==> src/rtl/clk_div_controller.sv <==
// Programmable tick/clock-enable divider; ratio changes land on period boundaries.
// Optional CLKDIV_CTRL_TICKCNT_EN adds a free-running 16-bit tick_count output.
module clk_div_controller #(
    parameter int unsigned      DIV_W       = 8,
    parameter logic [DIV_W-1:0] DEFAULT_DIV = DIV_W'(2)
) (
    input  logic             clock,
    input  logic             reset,
    input  logic             enable,
    input  logic [DIV_W-1:0] cfg_div,
    input  logic             cfg_valid,
    output logic             cfg_ready,
    output logic             tick,
    output logic             clk_out,
    output logic [DIV_W-1:0] cur_div,
`ifdef CLKDIV_CTRL_TICKCNT_EN
    output logic [15:0]      tick_count,
`endif
    output logic             busy
);

    typedef enum logic [1:0] {
        STOP = 2'd0,
        RUN  = 2'd1,
        PEND = 2'd2
    } state_t;

    state_t           state, state_n;
    logic [DIV_W-1:0] count, count_n;
    logic [DIV_W-1:0] cur_div_n;
    logic [DIV_W-1:0] pend_div, pend_div_n;
    logic             tick_n, clk_out_n, ready_n, busy_n;
    logic             xfer, bound;

    assign xfer  = cfg_valid & cfg_ready;
    assign bound = (count == cur_div);

    always_ff @(posedge clock or negedge reset) begin
        if (!reset) begin
            state     <= STOP;
            count     <= '0;
            cur_div   <= DEFAULT_DIV;
            pend_div  <= DEFAULT_DIV;
            tick      <= 1'b0;
            clk_out   <= 1'b0;
            cfg_ready <= 1'b1;
            busy      <= 1'b0;
        end else begin
            state     <= state_n;
            count     <= count_n;
            cur_div   <= cur_div_n;
            pend_div  <= pend_div_n;
            tick      <= tick_n;
            clk_out   <= clk_out_n;
            cfg_ready <= ready_n;
            busy      <= busy_n;
        end
    end

    always_comb begin
        state_n    = state;
        count_n    = count;
        cur_div_n  = cur_div;
        pend_div_n = pend_div;
        tick_n     = 1'b0;
        clk_out_n  = clk_out;
        ready_n    = cfg_ready;
        busy_n     = busy;
        unique case (state)
            STOP: begin
                count_n   = '0;
                clk_out_n = 1'b0;
                if (xfer)
                    cur_div_n = cfg_div;
                if (enable)
                    state_n = RUN;
            end
            RUN: begin
                if (!enable) begin
                    // accepted word is applied directly since we stop anyway
                    state_n   = STOP;
                    count_n   = '0;
                    clk_out_n = 1'b0;
                    if (xfer)
                        cur_div_n = cfg_div;
                end else begin
                    if (bound) begin
                        count_n   = '0;
                        tick_n    = 1'b1;
                        clk_out_n = ~clk_out;
                    end else begin
                        count_n = count + DIV_W'(1);
                    end
                    if (xfer) begin
                        pend_div_n = cfg_div;
                        ready_n    = 1'b0;
                        busy_n     = 1'b1;
                        state_n    = PEND;
                    end
                end
            end
            PEND: begin
                if (!enable) begin
                    state_n   = STOP;
                    count_n   = '0;
                    clk_out_n = 1'b0;
                    cur_div_n = pend_div;
                    ready_n   = 1'b1;
                    busy_n    = 1'b0;
                end else if (bound) begin
                    count_n   = '0;
                    tick_n    = 1'b1;
                    clk_out_n = ~clk_out;
                    cur_div_n = pend_div;
                    ready_n   = 1'b1;
                    busy_n    = 1'b0;
                    state_n   = RUN;
                end else begin
                    count_n = count + DIV_W'(1);
                end
            end
            default: begin
                state_n = STOP;
            end
        endcase
    end

`ifdef CLKDIV_CTRL_TICKCNT_EN
    always_ff @(posedge clock or negedge reset) begin
        if (!reset)
            tick_count <= '0;
        else if (tick_n)
            tick_count <= tick_count + 16'd1;
    end
`endif

endmodule
==> config.mk <==
export PLATFORM = sky130hd
export DESIGN_NAME = clk_div_controller
export DESIGN_NICKNAME = d
export VERILOG_FILES = /design/src/rtl/clk_div_controller.sv
export SDC_FILE = /design/constraint.sdc
export NUM_CORES = 1
export LEC_CHECK = 0
export CELL_PAD_IN_SITES_DETAIL_PLACEMENT = 0
export CELL_PAD_IN_SITES_GLOBAL_PLACEMENT = 1
export CORE_UTILIZATION = 45
export DETAILED_ROUTE_END_ITERATION = 8
export GPL_TIMING_DRIVEN = 0
export PLACE_DENSITY = 0.83
export SYNTH_ARGS = -nofsm -noshare
export SYNTH_HDL_FRONTEND = slang
export SYNTH_SLANG_ARGS = --single-unit
==> constraint.sdc <==
create_clock -name clock -period 2.9 [get_ports clock]
set_input_delay 0.58 -clock clock [delete_from_list [all_inputs] [get_ports clock]]
set_output_delay 0.58 -clock clock [all_outputs]
set_load 0.05 [all_outputs]
==> metrics.md <==
| Metric | Value |
|---|---|
| TritonRoute pass-1 iters | 3 |
| Top-area cell type share of the netlist area | 43.6% |
| R2r setup slk | 0.64 ns |
| Port bufs | 23 |
| Yosys warnings | 0 |
| Core area | 3150 µm² |
| Mean Syn Cell Area | between 10 and 15 µm² |
| Starting Density | between 40% and 50% |
| Global Route Usage Sum | a little under 20% |
| Layout cells sized above 1 | 25.6% |
| FMAX | 438 MHz |
| Worst-margin pin slew | 0.667 ns |
| DRT iter0 DRCs | 47 |
| HP Class | in2async |
| CTS root buffer | clkbuf_4 |
| Number of buffers and inverters on the critical path | 1 |
| Max Slew Vio Count | 0 |
| Max_cap viols | 0 |
| Detailed-route via count | 1069 |
| Antenna violations before repair | 0 |
| Routed Antenna Nets | 0 |
| Postcts setup bufs | 0 |
| Setup TNS | 0 ns |
| Syn Nets | 150 |
| Number of remaining DRC errors | 0 |
| Routed Wire Length | 2.97 mm |
| Clock skew | 0.0145 ns |
| Clk_lat worst skew | 0.33 ns |
| Outcome | finished, final reports clean |
| Hpwl dp | between 2 and 2.5 mm |
| PostCTS Resize Cnt | 0 |
| P per Cell Area | between 400 and 500 nW/µm² |
| #FFs+latches synth | 30 |
| Post-layout util | 60.0% |
| Largest area contributor in the netlist | dfrtp_1 |
| Largest net degree at the start of global routing | 31 |
| Critical Path AT | 1.70 ns |
| Diodes inserted | 0 |
| Crit-path cells | clkdlybuf4s50_1 |
| Final hold slack | around 0.26 ns |
| Number of global-route vias before repair | roughly 1100 |
| Row cnt | 20 |
| TritonCTS buffer count | 5 |
| Clock buffer depth | 2 |
| Final Hold Vio Count | 0 |
| Synth unique cells | 31 |
| RePlAce Congestion | 0.724 |
| CP Class | reg2out |
| Drt via density | 5.14 |
| CTS H-tree depth | 2 |
| VDD IR max | 0.000293 V |
| First-pass GRT wire length | 5.00 mm |
| Post-CTS Hold Fix Bufs | 0 |
| Area Overhead vs Synth | 22.0% |
| Post-Synthesis Cells | approximately 130 |
| Startpoint types | register |
| Cell Area, Synth | 1550 µm² |
| Seq/Total Area, Yosys | 48.7% |
| Die width | roughly 60 µm |
| CTS tree | done |
| Worst setup path start | cur_div[1] |
| RR Endpoint | cur_div[7] |
| Endpoints failing setup | 0 |
| Reg clk slew, reported paths | approximately 0.1 ns |
| RSZ-0062 raised after global routing | false |
| Crit path max-delay cell type | clkdlybuf4s50_1 |
| CP required | 2.32 ns |
| Period utilization | 78.7% |
| Slew HR | about 56% |
| Grt total ovfl | 0 |
| Worst Path Max Fanout | 3 |
| RR Startpoint | state[0] |
| Net count, final | between 150 and 200 |
| Largest stage delay, worst path | 0.80 ns |
| Clock Sinks | 30 |
| Wirelength per Cell | roughly 14 µm |
| Top cells by area, synth | dfrtp_1, mux2_2, xor2_1 |
| Crit. End Element | output pin |
| Fin crit period | 2.28 ns |
| P_leak | 0.846 nW |
| R2R depth | 6 |
| Die Y-Extent | 60.7 µm |
| Die ar. | 3680 µm² |
| Io pins | 24 |
| CP delay by family, top | buffers and inverters |
Yosys cell counts (all sizes together):
master / number
nand4b: 1
o2111ai: 1
mux2i: 2
a22o: 1
nor4: 2
a21oi: 3
o2bb2ai: 1
nor2b: 2
a22oi: 1
xor2: 12
nand3: 4
xnor2: 2
a31o: 2
clkbuf: 2
nor2: 12
mux2: 24
dfstp: 3
inv: 6
nand4: 1
ha: 5
o21ai: 2
nand2: 8
or3: 1
dfrtp: 27
a21o: 2
o21a: 1
buf: 3
a31oi: 2
placed cells by master, fill, tap and decap left out, types with 2 or more instances in the layout:
master           count
buf_1                2
a21o_1               2
nand3_1              4
o21ai_0              2
nand2_1              7
dfstp_2              3
buf_2                2
mux2i_1              2
clkbuf_1             3
ha_1                 5
mux2_2              24
a31o_2               2
nor2_1              12
clkdlybuf4s50_1     22
clkbuf_4             5
xor2_1              12
inv_1                6
nor2b_1              2
nor4_1               2
a21oi_1              3
xnor2_1              2
dfrtp_1             27
metal layers:
metal  GRT usage (%)  vias to the layer above  wire length, µm
li1                -                      517                -
met1            23.0                      524             1300
met2            31.9                       21             1480
met3            7.04                        7              134
met4            8.77                        0               53
met5               0                        -                0
worst max-delay path by stage:
| stage | to | slack [ns] | cells past startpoint |
|---|---|---|---|
| floorplan | cur_div[0] | 0.82 | 5 |
| global placement | pend_div[3] | 0.57 | 5 |
| detailed placement | pend_div[5] | 0.54 | 5 |
| CTS | cur_div[1] | 0.60 | 1 |
| global route | cur_div[7] | 0.50 | 6 |
| finish | cur_div[1] | 0.62 | 1 |
metrics by stage:
stage | area (µm²) | setup slack (ns) | power, mW | std cells
CTS | 1900 | 0.598 | 0.911 | 208
detailed placement | 1840 | 0.537 | 0.649 | 200
floorplan | 1550 | 0.824 | 0.582 | 133
global placement | 1840 | 0.574 | 0.638 | 200
finish | 1890 | 0.619 | 0.898 | 208
global route | 1890 | 0.505 | 0.951 | 208
registers in the layout, summed over array words and instances, names as in the netlist:
signal     count
cur_div        8
busy           1
count          8
pend_div       8
cfg_ready      1
tick           1
state          2
clk_out        1
area by class of cell:
class                      count  area [µm²]
buffer                         5        20.0
timing repair buffer          23         225
clock inverter                 1        5.00
inverter                       6        22.5
tap                           44        55.1
fill                         275        1260
sequential                    30         754
clock buffer                   7        55.1
multi-input combinational     92         753
power breakdown:
group / switching (mW) / internal, mW / leakage (nW)
clock: 0.142 / 0.117 / 0.0353
sequential: 0.0252 / 0.437 / 0.385
combinational: 0.0992 / 0.0769 / 0.426
kinds of logic after synthesis:
| family | after synthesis | share of synthesized area (%) |
|---|---|---|
| XOR/XNOR | 14 | 7.91 |
| buffers and inverters | 11 | 2.74 |
| flip-flops | 30 | 48.7 |
| AND/OR/NAND/NOR | 31 | 9.36 |
| AO/OA/AOI/OAI | 16 | 8.56 |
| adder cells (fa/ha/maj) | 5 | 4.04 |
| multiplexers | 26 | 18.7 |
worst reg2reg max path, cell delays in order, from the launching register on:
cell	delay [ns]
dfrtp_1	0.44
inv_1	0.11
ha_1	0.14
clkbuf_1	0.37
buf_1	0.44
mux2_2	0.39
mux2_2	0.25
Note: power is estimated with default switching activity, not from simulation.
